$ cat config.mk
export PLATFORM = sky130hd
export DESIGN_NAME = pcie_txpll_lock_sequencer
export DESIGN_NICKNAME = d
export VERILOG_FILES = /design/src/rtl/pcie_txpll_lock_sequencer.sv
export SDC_FILE = /design/constraint.sdc
export NUM_CORES = 1
export LEC_CHECK = 0
export CAP_MARGIN = 20
export CORE_MARGIN = 1.5
export CORE_UTILIZATION = 40
export CTS_CLUSTER_DIAMETER = 100
export DETAILED_ROUTE_END_ITERATION = 10
export PLACE_DENSITY_LB_ADDON = 0.1
export SLEW_MARGIN = 20
export SYNTH_ARGS = -nofsm -noshare
export SYNTH_HDL_FRONTEND = slang
export SYNTH_SLANG_ARGS = --single-unit
$ cat constraint.sdc
create_clock -name CLK -period 7.75 [get_ports CLK]
set_clock_uncertainty 0.2 [all_clocks]
set_input_delay 1.55 -clock CLK [delete_from_list [all_inputs] [get_ports CLK]]
set_output_delay 1.55 -clock CLK [all_outputs]
set_load 0.01 [all_outputs]
$ cat src/rtl/pcie_txpll_lock_sequencer.sv
// TX PLL lock sequencer: synchronises the PLL lock indications, holds the PCIe
// lane in reset until lock is stable, and re-sequences after a filtered loss.
module pcie_txpll_lock_sequencer #(
    parameter int LOCK_STABLE_CYCLES = 1024,
    parameter int UNLOCK_FILTER      = 8,
    parameter int TIMEOUT_CYCLES     = 65536,
    parameter int HOLDOFF_CYCLES     = 256,
    parameter int CNT_W              = 8
) (
    input  logic             CLK,
    input  logic             ARST_N,
    input  logic             PLL_LOCK,
    input  logic             LOCK,
    input  logic             RESTART,
    input  logic             CLR_STATS,
    output logic             LANE_RST_N,
    output logic             READY,
    output logic             FAULT,
    output logic [2:0]       STATE,
    output logic [CNT_W-1:0] LOSS_CNT
);

    localparam int MAX_A   = (LOCK_STABLE_CYCLES > UNLOCK_FILTER) ? LOCK_STABLE_CYCLES : UNLOCK_FILTER;
    localparam int MAX_B   = (TIMEOUT_CYCLES > HOLDOFF_CYCLES) ? TIMEOUT_CYCLES : HOLDOFF_CYCLES;
    localparam int CNT_MAX = (MAX_A > MAX_B) ? MAX_A : MAX_B;
    localparam int TMR_W   = (CNT_MAX > 2) ? $clog2(CNT_MAX) : 1;

    localparam logic [TMR_W-1:0] STABLE_LAST  = TMR_W'(LOCK_STABLE_CYCLES - 1);
    localparam logic [TMR_W-1:0] UNLOCK_LAST  = TMR_W'(UNLOCK_FILTER - 1);
    localparam logic [TMR_W-1:0] TIMEOUT_LAST = TMR_W'(TIMEOUT_CYCLES - 1);
    localparam logic [TMR_W-1:0] HOLDOFF_LAST = TMR_W'(HOLDOFF_CYCLES - 1);
    localparam logic [TMR_W-1:0] TMR_ONE      = TMR_W'(1);
    localparam logic [CNT_W-1:0] LOSS_ONE     = CNT_W'(1);

    typedef enum logic [2:0] {
        S_IDLE      = 3'd0,
        S_WAIT_LOCK = 3'd1,
        S_STABLE    = 3'd2,
        S_READY     = 3'd3,
        S_HOLDOFF   = 3'd4,
        S_FAULT     = 3'd5
    } state_t;

    state_t             state, state_nx;
    logic [TMR_W-1:0]   tmr, tmr_nx;
    logic [CNT_W-1:0]   loss_nx;
    logic               pll_lock_p0, pll_lock_p1;
    logic               lock_p0, lock_p1;
    logic               lock_ok;

    // Two-flop synchronisers for the asynchronous PLL lock indications
    always_ff @(posedge CLK or negedge ARST_N) begin
        if (!ARST_N) begin
            pll_lock_p0 <= 1'b0;
            pll_lock_p1 <= 1'b0;
            lock_p0     <= 1'b0;
            lock_p1     <= 1'b0;
        end else begin
            pll_lock_p0 <= PLL_LOCK;
            pll_lock_p1 <= pll_lock_p0;
            lock_p0     <= LOCK;
            lock_p1     <= lock_p0;
        end
    end

    assign lock_ok = pll_lock_p1 & lock_p1;

    // One shared counter serves as timeout timer, stable count, unlock filter
    // and holdoff timer, since only one of them is live in any state.
    always_comb begin
        state_nx = state;
        tmr_nx   = tmr + TMR_ONE;
        loss_nx  = LOSS_CNT;
        case (state)
            S_IDLE: begin
                state_nx = S_WAIT_LOCK;
                tmr_nx   = '0;
            end
            S_WAIT_LOCK: begin
                if (lock_ok) begin
                    state_nx = S_STABLE;
                    tmr_nx   = '0;
                end else if (tmr == TIMEOUT_LAST) begin
                    state_nx = S_FAULT;
                    tmr_nx   = '0;
                end
            end
            S_STABLE: begin
                if (!lock_ok) begin
                    state_nx = S_WAIT_LOCK;
                    tmr_nx   = '0;
                end else if (tmr == STABLE_LAST) begin
                    state_nx = S_READY;
                    tmr_nx   = '0;
                end
            end
            S_READY: begin
                if (lock_ok) begin
                    tmr_nx = '0;
                end else if (tmr == UNLOCK_LAST) begin
                    state_nx = S_HOLDOFF;
                    tmr_nx   = '0;
                    if (LOSS_CNT != '1) begin
                        loss_nx = LOSS_CNT + LOSS_ONE;
                    end
                end
            end
            S_HOLDOFF: begin
                if (tmr == HOLDOFF_LAST) begin
                    state_nx = S_WAIT_LOCK;
                    tmr_nx   = '0;
                end
            end
            S_FAULT: begin
                tmr_nx = '0;
            end
            default: begin
                state_nx = S_IDLE;
                tmr_nx   = '0;
            end
        endcase

        if (RESTART && (state != S_IDLE)) begin
            state_nx = S_IDLE;
            tmr_nx   = '0;
        end
        if (CLR_STATS) begin
            loss_nx = '0;
        end
    end

    // Outputs decode the next state so they move on the same edge as STATE
    always_ff @(posedge CLK or negedge ARST_N) begin
        if (!ARST_N) begin
            state      <= S_IDLE;
            tmr        <= '0;
            LOSS_CNT   <= '0;
            LANE_RST_N <= 1'b0;
            READY      <= 1'b0;
            FAULT      <= 1'b0;
        end else begin
            state      <= state_nx;
            tmr        <= tmr_nx;
            LOSS_CNT   <= loss_nx;
            LANE_RST_N <= (state_nx == S_READY);
            READY      <= (state_nx == S_READY);
            FAULT      <= (state_nx == S_FAULT);
        end
    end

    assign STATE = state;

endmodule

---- Yosys cells after proc, flatten, opt, wreduce, memory -nomap -nowiden ----
Cells that the tools add are included.
cells by class
  add/subtract/negate cells ............... 2
  $mul .................................... 0
  div/mod/pow operators ................... 0
  $lt $le $gt $ge ......................... 0
  eq/ne operators ......................... 13
  shift operators ......................... 0
  muxes and demuxes ....................... 23
  bitwise gates (word level) .............. 1
  reductions and logical operators ........ 7
operators with widths
  operator                                          number
  2-to-1 mux 16 bit                                 8
  case mux 16 bit (4 select lines)                  1
  2-to-1 mux 8 bit                                  5
  2-to-1 mux 3 bit                                  8
  case mux 3 bit (6 select lines)                   1
  adder 16 x 1 -> 16 bit (second input constant)    1
  == test 16 x 10 -> 1 bit (second input constant)  1
  == test 16 bit (second input constant)            1
  == test 16 x 3 -> 1 bit (second input constant)   1
  == test 16 x 8 -> 1 bit (second input constant)   1
  == test 3 x 2 -> 1 bit (second input constant)    3
  == test 3 bit (second input constant)             3
  adder 8 x 1 -> 8 bit (second input constant)      1
  != test 8 bit (second input constant)             1
  nonzero test 2 bit                                3
  AND reduction 4 bit                               1
  == test 3 x 1 -> 1 bit (second input constant)    1
  logical NOT 3 bit                                 1
  nonzero test 3 bit                                1
  != test 2 bit (second input constant)             1
  AND 1 bit                                         1
  logical AND 1 bit                                 1
word-level totals
  flip-flop bits (word level) ............. 33
  latch bits .............................. 0
  RAM bits ................................ 0
  memory bits (read-only) ................. 0
  input port bits ......................... 6
  output and inout port bits .............. 14
  logic and storage cells ................. 55
  memories ................................ 0

---- Longest topological paths before layout ----
  word-level depth ........................ 6
  mapped depth ............................ 8
  gate-level depth less buffers ........... 6

---- Least setup slack after synthesis ----
Ideal clock, no wire load.
  path kind ............................... reg-to-reg
  start ................................... register tmr[0]
  end ..................................... register LOSS_CNT[4]
  setup time .............................. 0.125 ns
  arrival ................................. 2.460 ns
  data required time ...................... 7.425 ns
  setup slack ............................. 4.965 ns
  cell stages (with the launch flop) ...... 8
  buffers on the path ..................... 1
  period minus slack after synthesis ...... 2.785 ns
  cells stage by stage .................... dfrtp_1 > ha_1 > or4bb_2 > or4_4 > buf_6 > nor3_4 > nand4_2 > mux2_4
on the way
  cells in the longest elaborated chain, start to end .. 3
RTL lines
  what                                  RTL line  text
  start, declared                       45        logic [TMR_W-1:0] tmr, tmr_nx;
  start signal, assigned                143       tmr <= tmr_nx;
  == test 16 x 3 -> 1 bit               100       end else if (tmr == UNLOCK_LAST) begin
  nonzero test 2 bit (no source line)   --
  AND reduction 4 bit (no source line)  --
  end signal, assigned                  144       LOSS_CNT <= loss_nx;
  end, declared                         20        output logic [CNT_W-1:0] LOSS_CNT
No other way between the ends.
A chain may end at the register's enable or synchronous reset.

---- Worst setup path in the final report ----
  start ................................... register state[2], in the netlist STATE[2]
  end ..................................... output STATE[2]
RTL lines
  what                    RTL line  text
  start, declared         44        state_t state, state_nx;
  start signal, assigned  142       state <= state_nx;
  end, declared           19        output logic [2:0] STATE,
No word-level cell between the ends.

==> results.sh <==
export IMPL_outcome="complete, no violations"
export IMPL_syn_area_um2=1780
export IMPL_coreArea_um2=4320
export IMPL_cpPeakStageDelay_ns=0.61
export IMPL_setup_viol=0
export IMPL_ys_warn_count=0
export IMPL_cp_end_kind="primary output"
export IMPL_crit_required_ns=6.00
export IMPL_remaining_drc_errors=0
export IMPL_cts_made_buffers=5
export IMPL_overflow=0
export IMPL_power_per_cell_area_nw_per_um2=205
export IMPL_h_tree_depth=2
export IMPL_rows=24
export IMPL_cp_cell_sequence="clkdlybuf4s50_1"
export IMPL_cts_resized=0
export IMPL_synthAdderAreaFrac_pct=1.41
export IMPL_crit_family="buffers and inverters"
export IMPL_synth_compound_area_share_pct=9.57
export IMPL_hold_viol_final=0
export IMPL_drv_slew=0
export IMPL_crit_type="reg2out"
export IMPL_ios=20
export IMPL_place_hpwl_mm=2.46
export IMPL_post_route_period_util_pct=41.5
export IMPL_synthDistinctLibCells=46
export IMPL_wl_mm=3.54
export IMPL_cts_hold_buffers=0
export IMPL_vias=1373
export IMPL_worstMarginPinSlew_ns=0.678
export IMPL_io_buffers=19
export IMPL_die_h_um=69.7
export IMPL_arrival_ns=1.47
export IMPL_cts_tree="done"
export IMPL_synth_edf_count=0
export IMPL_synth_seq_cells=33
export IMPL_grt_pass1_vias=1359
export IMPL_maxSlewHeadroom_pct=54.8
export IMPL_gp_congestion=0.738
export IMPL_syn_nets=189
export IMPL_dieWidth_um=69.7
export IMPL_synth_ff_type="dfrtp_1"
export IMPL_via_per_inst=5.43
export IMPL_mostFrequentLayoutCell="nor2_1"
export IMPL_cts_sinks=33
export IMPL_post_cts_buffers=0
export IMPL_drt_antenna_violating_nets=0
export IMPL_root_buffer="clkbuf_8"
export IMPL_critPathLaunchType="flop"
export IMPL_drt_pass1_iter_count=4
export IMPL_avgRoutedWirePerCell_um=14.0
export IMPL_fmax_ghz=0.311
export IMPL_rsz0062_at_grt="no"
export IMPL_worst_path_buf_inv=1
export IMPL_max_cap_viol_count=0
export IMPL_drt_iter0_markers=114
export IMPL_muxShareOfSynthArea_pct=1.41
export IMPL_syn_area_per_cell_um2=9.82
export IMPL_grt_max_degree=34
export IMPL_antennaDiodeCount=0
export IMPL_synth_simple_area_share_pct=28.1
export IMPL_start_util_pct=41.1
export IMPL_final_cell_mix="nor2_1 (35), dfrtp_1 (33), clkdlybuf4s50_1 (19), nand2_1 (13), xnor2_1 (10)"
export IMPL_grt_pass1_wl_mm=6.35
export IMPL_yosysSeqAreaShare_pct=46.4
export IMPL_vdd_ir_drop_max_uv=78.1
export IMPL_synth_top_family_by_area="simple AND/OR/NAND/NOR gates"
export IMPL_min_period_ns=3.22
export IMPL_crit_fanout=12
export IMPL_cp_slowest_cell="clkdlybuf4s50_1"
export IMPL_synth_cells=181
export IMPL_p_leak_nw=0.862
export IMPL_area_growth_pct=16.3
export IMPL_fin_util_pct=47.8
export IMPL_fin_tns_setup_ns=0
export IMPL_clkSlewWorstSetupHoldPaths_ns=0.07
export IMPL_hp_class="reg2reg"
export IMPL_track_usage_pct=16.3
export IMPL_synth_xor_area_share_pct=8.87
export IMPL_drive_above_1_share_pct=9.45
export IMPL_whs_ns=0.156
export IMPL_antenna_found_initial=0
export IMPL_clock_latency_ns=0.28
export IMPL_clockBufferDepth=2
export IMPL_synthArstFlopShare_pct=100
export IMPL_dieArea_um2=4850
export IMPL_nets=209
[state kept, by name (all words and copies together), names as in the netlist]
| name | flops |
|---|---|
| FAULT | 1 |
| READY | 1 |
| LOSS_CNT | 8 |
| pll_lock_p0 | 1 |
| lock_p1 | 1 |
| lock_p0 | 1 |
| tmr | 16 |
| pll_lock_p1 | 1 |
| STATE | 3 |
[through the flow]
step | cells | power (mW) | worst slack (ns) | cell area (um^2)
3_3_place_gp | 246 | 0.296 | 4.60 | 1980
3_5_place_dp | 246 | 0.297 | 4.53 | 1980
2_1_floorplan | 181 | 0.273 | 4.96 | 1780
4_1_cts | 253 | 0.429 | 4.51 | 2070
5_1_grt | 253 | 0.451 | 4.47 | 2070
6_report | 253 | 0.424 | 4.53 | 2070
[cell type report]
| cell class | instances | area [um^2] |
|---|---|---|
| Clock buffer | 7 | 86.3 |
| Fill cell | 431 | 2260 |
| Inverter | 4 | 15.0 |
| Multi-Input combinational cell | 137 | 877 |
| Sequential cell | 33 | 826 |
| Tap cell | 52 | 65.1 |
| Timing Repair Buffer | 20 | 198 |
[synthesized netlist by cell type, types with 2 or more instances]
cell type,number,area share (%)
nor2_1,35,7.4
dfrtp_1,33,46
nand2_1,13,2.7
xnor2_1,10,4.9
nand3_1,9,2.5
a21oi_1,8,2.3
xor2_1,8,3.9
nor3_1,5,1.4
and3_1,4,1.4
inv_1,4,0.84
nand4_1,4,1.4
buf_4,3,1.3
buf_6,3,1.9
nor4_1,3,1.1
a211oi_1,2,0.84
and3b_1,2,0.99
and4_1,2,0.99
ha_1,2,1.4
nand3b_1,2,0.84
nor2b_1,2,0.70
or4_4,2,1.3
[routing by layer]
layer,vias up,part of all wire [%],GRT usage (%)
met2,38,48,24.9
met4,0,1.3,5.13
li1,673,-,-
met1,657,47,22.5
met5,-,0,0
met3,5,4.2,4.65
[worst paths after layout]
kind                        startpoint           to  slack, ns  cells past startpoint
max                           STATE[2]     STATE[2]       4.53                      1
min                        pll_lock_p0  pll_lock_p1       0.16                      0
max reg2reg                     tmr[0]       tmr[7]       4.72                      6
min reg2reg                pll_lock_p0  pll_lock_p1       0.16                      0
max in group asynchronous       ARST_N       tmr[1]       5.58                      2
min in group asynchronous       ARST_N     STATE[2]       1.47                      2
[cells by family after synthesis]
kind of cell / Yosys count
and+or+nand+nor: 93
adders and majority gates: 2
DFF: 33
buffers and inverters: 11
muxes: 2
xor gates and xnor gates: 18
AOI/OAI and AO/OA: 22
[power by group]
part	switching (mW)	internal, mW
Clock	0.0602	0.0704
Sequential	0.0172	0.182
Combinational	0.0527	0.0414
Total	0.130	0.294
No activity file was read; power rests on OpenSTA's default activity.
